==> config.mk <==
export PLATFORM = sky130hd
export DESIGN_NAME = ahb_slave_interface
export DESIGN_NICKNAME = d
export VERILOG_FILES = /design/src/rtl/ahb_slave_interface.sv
export SDC_FILE = /design/constraint.sdc
export NUM_CORES = 1
export LEC_CHECK = 0
export ABC_CLOCK_PERIOD_IN_PS = 900
export CAP_MARGIN = 25
export CORE_UTILIZATION = 36
export CTS_BUF_LIST = sky130_fd_sc_hd__clkbuf_4
export DETAILED_ROUTE_END_ITERATION = 16
export GPL_TIMING_DRIVEN = 0
export PLACE_DENSITY = 0.84
export SLEW_MARGIN = 20
export SYNTH_ARGS = -nofsm -noshare
export SYNTH_HDL_FRONTEND = slang
export SYNTH_SLANG_ARGS = --single-unit
==> constraint.sdc <==
create_clock -name Hclk -period 0.9 [get_ports Hclk]
set_input_delay 0.09 -clock Hclk [delete_from_list [all_inputs] [get_ports Hclk]]
set_output_delay 0.09 -clock Hclk [all_outputs]
set_load 0.02 [all_outputs]
==> src/rtl/ahb_slave_interface.sv <==
// AHB-side front end of the AHB-to-APB bridge: transfer qualification, peripheral decode,
// address/data pipeline and the two-cycle ERROR response. Optional macro: AHB_ERR_RESP_EN.
module ahb_slave_interface #(
  parameter int ADDR_W  = 32,
  parameter int DATA_W  = 32,
  parameter int NUM_SLV = 3
) (
  input  logic              Hclk,
  input  logic              Hreset,
  input  logic              Hwrite,
  input  logic              Hreadyin,
  input  logic [1:0]        Htrans,
  input  logic [ADDR_W-1:0] Haddr,
  input  logic [DATA_W-1:0] Hwdata,
  input  logic [DATA_W-1:0] Prdata,
  output logic              valid,
  output logic [NUM_SLV-1:0] tempselx,
  output logic [ADDR_W-1:0] Haddr1,
  output logic [ADDR_W-1:0] Haddr2,
  output logic [DATA_W-1:0] Hwdata1,
  output logic [DATA_W-1:0] Hwdata2,
  output logic              Hwritereg,
  output logic [DATA_W-1:0] Hrdata,
  output logic [1:0]        Hresp,
  output logic              Hready_err
);

  localparam logic [ADDR_W-1:0] SLV0_BASE = ADDR_W'(64'h8000_0000);
  localparam logic [ADDR_W-1:0] SLV1_BASE = ADDR_W'(64'h8400_0000);
  localparam logic [ADDR_W-1:0] SLV2_BASE = ADDR_W'(64'h8800_0000);
  localparam logic [ADDR_W-1:0] MAP_END   = ADDR_W'(64'h8C00_0000);

  localparam logic [1:0] RESP_OKAY  = 2'b00;
  localparam logic [1:0] RESP_ERROR = 2'b01;

  logic              w_active;
  logic              w_mapped;
  logic              w_fsm_idle;
  logic [NUM_SLV-1:0] w_sel;

  logic [ADDR_W-1:0] r_haddr1;
  logic [ADDR_W-1:0] r_haddr2;
  logic [DATA_W-1:0] r_hwdata1;
  logic [DATA_W-1:0] r_hwdata2;
  logic              r_hwrite;

  // NONSEQ and SEQ carry a transfer; IDLE and BUSY never do
  assign w_active = Htrans[1];

  always_comb begin
    w_sel = '0;
    if ((Haddr >= SLV0_BASE) && (Haddr < SLV1_BASE)) w_sel[0] = 1'b1;
    if ((Haddr >= SLV1_BASE) && (Haddr < SLV2_BASE)) w_sel[1] = 1'b1;
    if ((Haddr >= SLV2_BASE) && (Haddr < MAP_END))   w_sel[2] = 1'b1;
  end

  assign w_mapped = |w_sel;
  assign tempselx = w_sel;
  assign valid    = Hreadyin & w_active & w_mapped & w_fsm_idle;
  assign Hrdata   = Prdata;

  // Pipeline shifts on every ready beat, IDLE beats included
  always_ff @(posedge Hclk) begin
    if (Hreset) begin
      r_haddr1  <= '0;
      r_haddr2  <= '0;
      r_hwdata1 <= '0;
      r_hwdata2 <= '0;
      r_hwrite  <= 1'b0;
    end else if (Hreadyin) begin
      r_haddr1  <= Haddr;
      r_haddr2  <= r_haddr1;
      r_hwdata1 <= Hwdata;
      r_hwdata2 <= r_hwdata1;
      r_hwrite  <= Hwrite;
    end
  end

  assign Haddr1    = r_haddr1;
  assign Haddr2    = r_haddr2;
  assign Hwdata1   = r_hwdata1;
  assign Hwdata2   = r_hwdata2;
  assign Hwritereg = r_hwrite;

`ifdef AHB_ERR_RESP_EN
  // state | meaning
  // IDLE  | no error pending, OKAY response, transfers may be accepted
  // ERR1  | first ERROR cycle, HREADY held low
  // ERR2  | second ERROR cycle, HREADY high; master cancels the next transfer
  typedef enum logic [1:0] {
    ST_IDLE = 2'b00,
    ST_ERR1 = 2'b01,
    ST_ERR2 = 2'b10
  } state_t;

  state_t r_state;
  state_t w_state_nxt;
  logic   w_err_start;

  assign w_err_start = Hreadyin & w_active & ~w_mapped;

  always_ff @(posedge Hclk) begin
    if (Hreset) r_state <= ST_IDLE;
    else        r_state <= w_state_nxt;
  end

  always_comb begin
    w_state_nxt = r_state;
    Hresp       = RESP_OKAY;
    Hready_err  = 1'b1;
    w_fsm_idle  = 1'b0;
    case (r_state)
      ST_IDLE: begin
        w_fsm_idle = 1'b1;
        if (w_err_start) w_state_nxt = ST_ERR1;
      end
      ST_ERR1: begin
        Hresp       = RESP_ERROR;
        Hready_err  = 1'b0;
        w_state_nxt = ST_ERR2;
      end
      ST_ERR2: begin
        Hresp       = RESP_ERROR;
        w_state_nxt = ST_IDLE;
      end
      default: w_state_nxt = ST_IDLE;
    endcase
  end
`else
  // Unmapped transfers are dropped silently; no response is ever generated
  assign w_fsm_idle = 1'b1;
  assign Hresp      = RESP_OKAY;
  assign Hready_err = 1'b1;
`endif

endmodule

==> metrics.sh <==
OUTCOME='finished with violations'
VIOLATIONS='hold timing, setup timing'
SYNTH-EDFF-COUNT=0
ROUTED-VIA-COUNT=4444
NETLIST.AREA_LEADER.SHARE_PCT=53.3
FINCLKSKEW_NS=0.0115
STARTPOINT_TYPE_OF_THE_WORST_SETUP_PATH='input port'
FINAL_NETS=892
WORSTSETUPPATHTYPE='in2out'
TIMING.HOLD.WORST.CLASS='in2reg'
CRITICAL_PATH.N_BUFFERS_INVERTERS=2
SHARE_SEQ_OF_TOTAL_POWER_PCT=47.6
TIMING_MAX_TRANSITION_VIOLATIONS_FINAL=0
PLACE_WS_NS=-1.23
NUMBER_OF_GLOBAL_ROUTE_VIAS_BEFORE_REPAIR=4638
DIEAREA_UM2=13900
POST_ROUTE_WORST_SETUP_SLACK_NS=-0.325
DRT-INITIAL-DRC-COUNT=138
UNREPAIRED_SETUP_ENDPOINTS_AFTER_GLOBAL_ROUTING='yes'
POWER.STATIC_LEAKAGE_uW=0.00417
FINALWIRELENGTH_MM=15.9
CTS_NUM_SINKS=129
CLOCK.FMAX_MHz=816
TIMING.FINAL.SETUP_VIOLATIONS=134
CTS_HOLD_BUFFERS=4
CTS-BUFFERS-INSERTED=17
POST-ROUTE-PERIOD-UTIL_PCT=136
GRT_USAGE_PCT=22.5
POWER.SHARE.SWITCHING_PCT=26.9
POST_SYNTH_INSTANCE_AREA_UM2=4840
POWER_DENSITY_nW_PER_UM2=1520
ANTENNA-DIODE-COUNT=0
INTERNAL_DISSIPATION_uW=9600
CPMAXSTAGEDELAYCELL='or4b_4'
YOSYSTOPAREACELL='dfxtp_1'
WORST_SLEW_PIN_SLEW_NS=0.652
POWER.SHARE.CLOCK_PCT=31.1
CP_CELL_SEQUENCE='buf_6 -> or4b_4 -> nor3b_4 -> buf_6'
POST_LAYOUT_NONFILLER_INSTANCES=978
DIE_W_UM=118
MAX-CLOCK-PATH-BUFFERS=2
CHIPHEIGHT_UM=118
CRIT_PATH_END_KIND='primary output'
FLOW.AREA_GROWTH_FROM_SYNTHESIS_PCT=78.9
COMB_POWER_SHARE_PCT=21.3
CP_DATA_REQUIRED_TIME_NS=0.81
AVERAGE_VIAS_PER_PLACED_INSTANCE=4.54
OVERFLOW=0
DRIVE_GT1_SHARE_PCT=53.2
DRC_ERRORS=0
POST_DP_HPWL_MM=10.6
MAX_SLEW_MARGIN_PCT=56.5
WIRE_LENGTH_OF_THE_FIRST_GLOBAL_ROUTING_PASS_MM=24.0
SYNTH_WARNINGS=0
SYNTHTOPCELLSBYAREA='dfxtp_1 (53%), mux2i_1 (27%), nor2_1 (10%), buf_4 (7.1%), clkbuf_1 (1.1%)'
ROWS=42
PATH_DELAY_FAMILY='simple AND/OR/NAND/NOR gates'
WIRE_PER_INST_UM=16.3
CLKLATENCYLATEPIN_NS=0.55
CTS.HTREE.LEVELS=4
CTS_ROOT_BUF='clkbuf_4'
MIN_PERIOD_NS=1.22
WORSTPATHMAXFANOUT=4
P_SW_uW=3530
REPORT.FINAL.HOLD_VIOL_COUNT=1
FP.COREAREA_UM2=13200
POST_SYNTH_MOST_FREQUENT_CELLS='dfxtp_1 (129), mux2i_1 (129), nor2_1 (129), buf_4 (46), clkbuf_1 (14)'
GRT_ANTENNA_BEFORE_REPAIR=0
INITIAL_STANDARD_CELL_UTILIZATION_OF_THE_CORE_PCT=36.7
NUMPLACEDINSTANCES=867
WHS_NS=-0.154
GP_ROUTABILITY_CONGESTION=0.799
SYNTH_FLOP_CELL='dfxtp_1'
SYNTHARSTFLOPSHARE_PCT=0
CP_COMMON_CELL='buf_6'
DATA_ARRIVAL_CRITICAL_PATH_NS=1.13
TOTAL_ITERATIONS_OF_THE_FIRST_DETAILED_ROUTING_RUN=4
DETAIL-ROUTE-ANTENNA-NETS=0
VDD.IR_DROP.WORST_V=0.000866
YS_SEQ_ELEMENTS=129
CRITPATHMAXSTAGEDELAY_NS=0.60
WORST_SETUP_HOLD_PATH_CLK_SLEW_NS=0.11
SYNTHCELLS=459
BOUNDARYPINS=270
AVGSYNTHCELLAREA_UM2=10.6
PORT-BUFFER-COUNT=231
GRT_START_MAX_NET_PINS=20
CLOCK_TREE_FROM_TRITONCTS='yes'
NETLIST-CELL-TYPE-COUNT=12
SYNTH_SEQ_AREA_SHARE_PCT=53.3
MAXCAPVIOLCOUNT=0
-- flip-flops by register name (all words and copies together), names as in the netlist --
register,cells
Haddr1,32
Haddr2,32
Hwdata1,32
Hwdata2,32
Hwritereg,1
-- final cells by class --
type / count / area (µm²)
Multi-Input combinational cell: 267 / 1880
Buffer: 63 / 413
Clock buffer: 22 / 165
Timing Repair Buffer: 312 / 3130
Tap cell: 176 / 220
Sequential cell: 129 / 2740
Fill cell: 1029 / 4530
Clock inverter: 9 / 115
-- per-layer routing --
metal,global-route usage [%],vias up,wire length [µm]
met5,0,-,0
met2,41.0,176,8450
li1,-,2136,-
met4,9.21,0,342
met3,7.70,29,1030
met1,23.4,2103,6130
-- final timing paths --
path,startpoint,endpoint,slack [ns],cells after the start
min,Haddr[31],Haddr1[31],-0.15,3
min reg2reg,Haddr2[23],Haddr2[23],0.50,2
max reg2reg,Haddr1[25],Haddr2[25],-0.01,4
max,Haddr[28],tempselx[1],-0.32,4
-- worst register-to-register path, stage by stage (launching register included) --
cell and delay, ns:
dfxtp_2 0.35, buf_6 0.11, buf_6 0.11, mux2i_1 0.16
nor2_1 0.06
-- layout by cell type, fill, tap and decap left out, types with 3 or more instances in the layout --
cell / netlist / final
bufinv_16: 0 / 3
buf_6: 0 / 147
dfxtp_2: 0 / 129
mux2i_1: 129 / 128
clkinv_1: 0 / 4
buf_4: 46 / 110
conb_1: 2 / 3
clkdlybuf4s50_1: 0 / 92
nor2_1: 129 / 129
dlygate4sd3_1: 0 / 4
buf_2: 4 / 6
clkbuf_1: 14 / 12
clkbuf_4: 0 / 22
-- kinds of logic (layout without fill, tap and decap cells) --
logic type      Yosys count  in the layout  synth area share, %
mux                     129            129                 26.7
buf+inv                  64            406                 8.63
compound gates            1              1                0.258
other cells               2              3                0.155
flops                   129            129                 53.3
simple gates            134            134                 11.0
-- per-stage QoR --
stage	hold WS (ns)	util, %	TNS [ns]	power [µW]	cell area [µm²]
after global routing	-0.141	65.7	-36.48	13700	8660
final	-0.154	65.7	-27.97	13100	8660
after detailed placement	0.480	56.1	-53.47	8680	7400
after floorplan	0.216	-	-0.655	7480	4870
after CTS	-0.175	64.5	-34.78	13100	8500
after global placement	0.471	56.1	-47.51	8620	7400
-- timing repair --
action	CTS	global route
endpoints found under the hold margin	21	1
gates resized for setup	946	18
pin swaps	2	4
cloned	0	0
setup endpoints to repair	133	143
setup buffers	63	14
-- power groups by stage --
stage / clock, µW / combinational [µW] / sequential [µW]
4_1_cts: 4130 / 2710 / 6240
6_report: 4080 / 2800 / 6250
2_1_floorplan: 0 / 879 / 6600
5_1_grt: 4440 / 2950 / 6280
3_3_place_gp: 0 / 2340 / 6290
3_5_place_dp: 0 / 2380 / 6300
No activity file was read; power rests on OpenSTA's default activity.
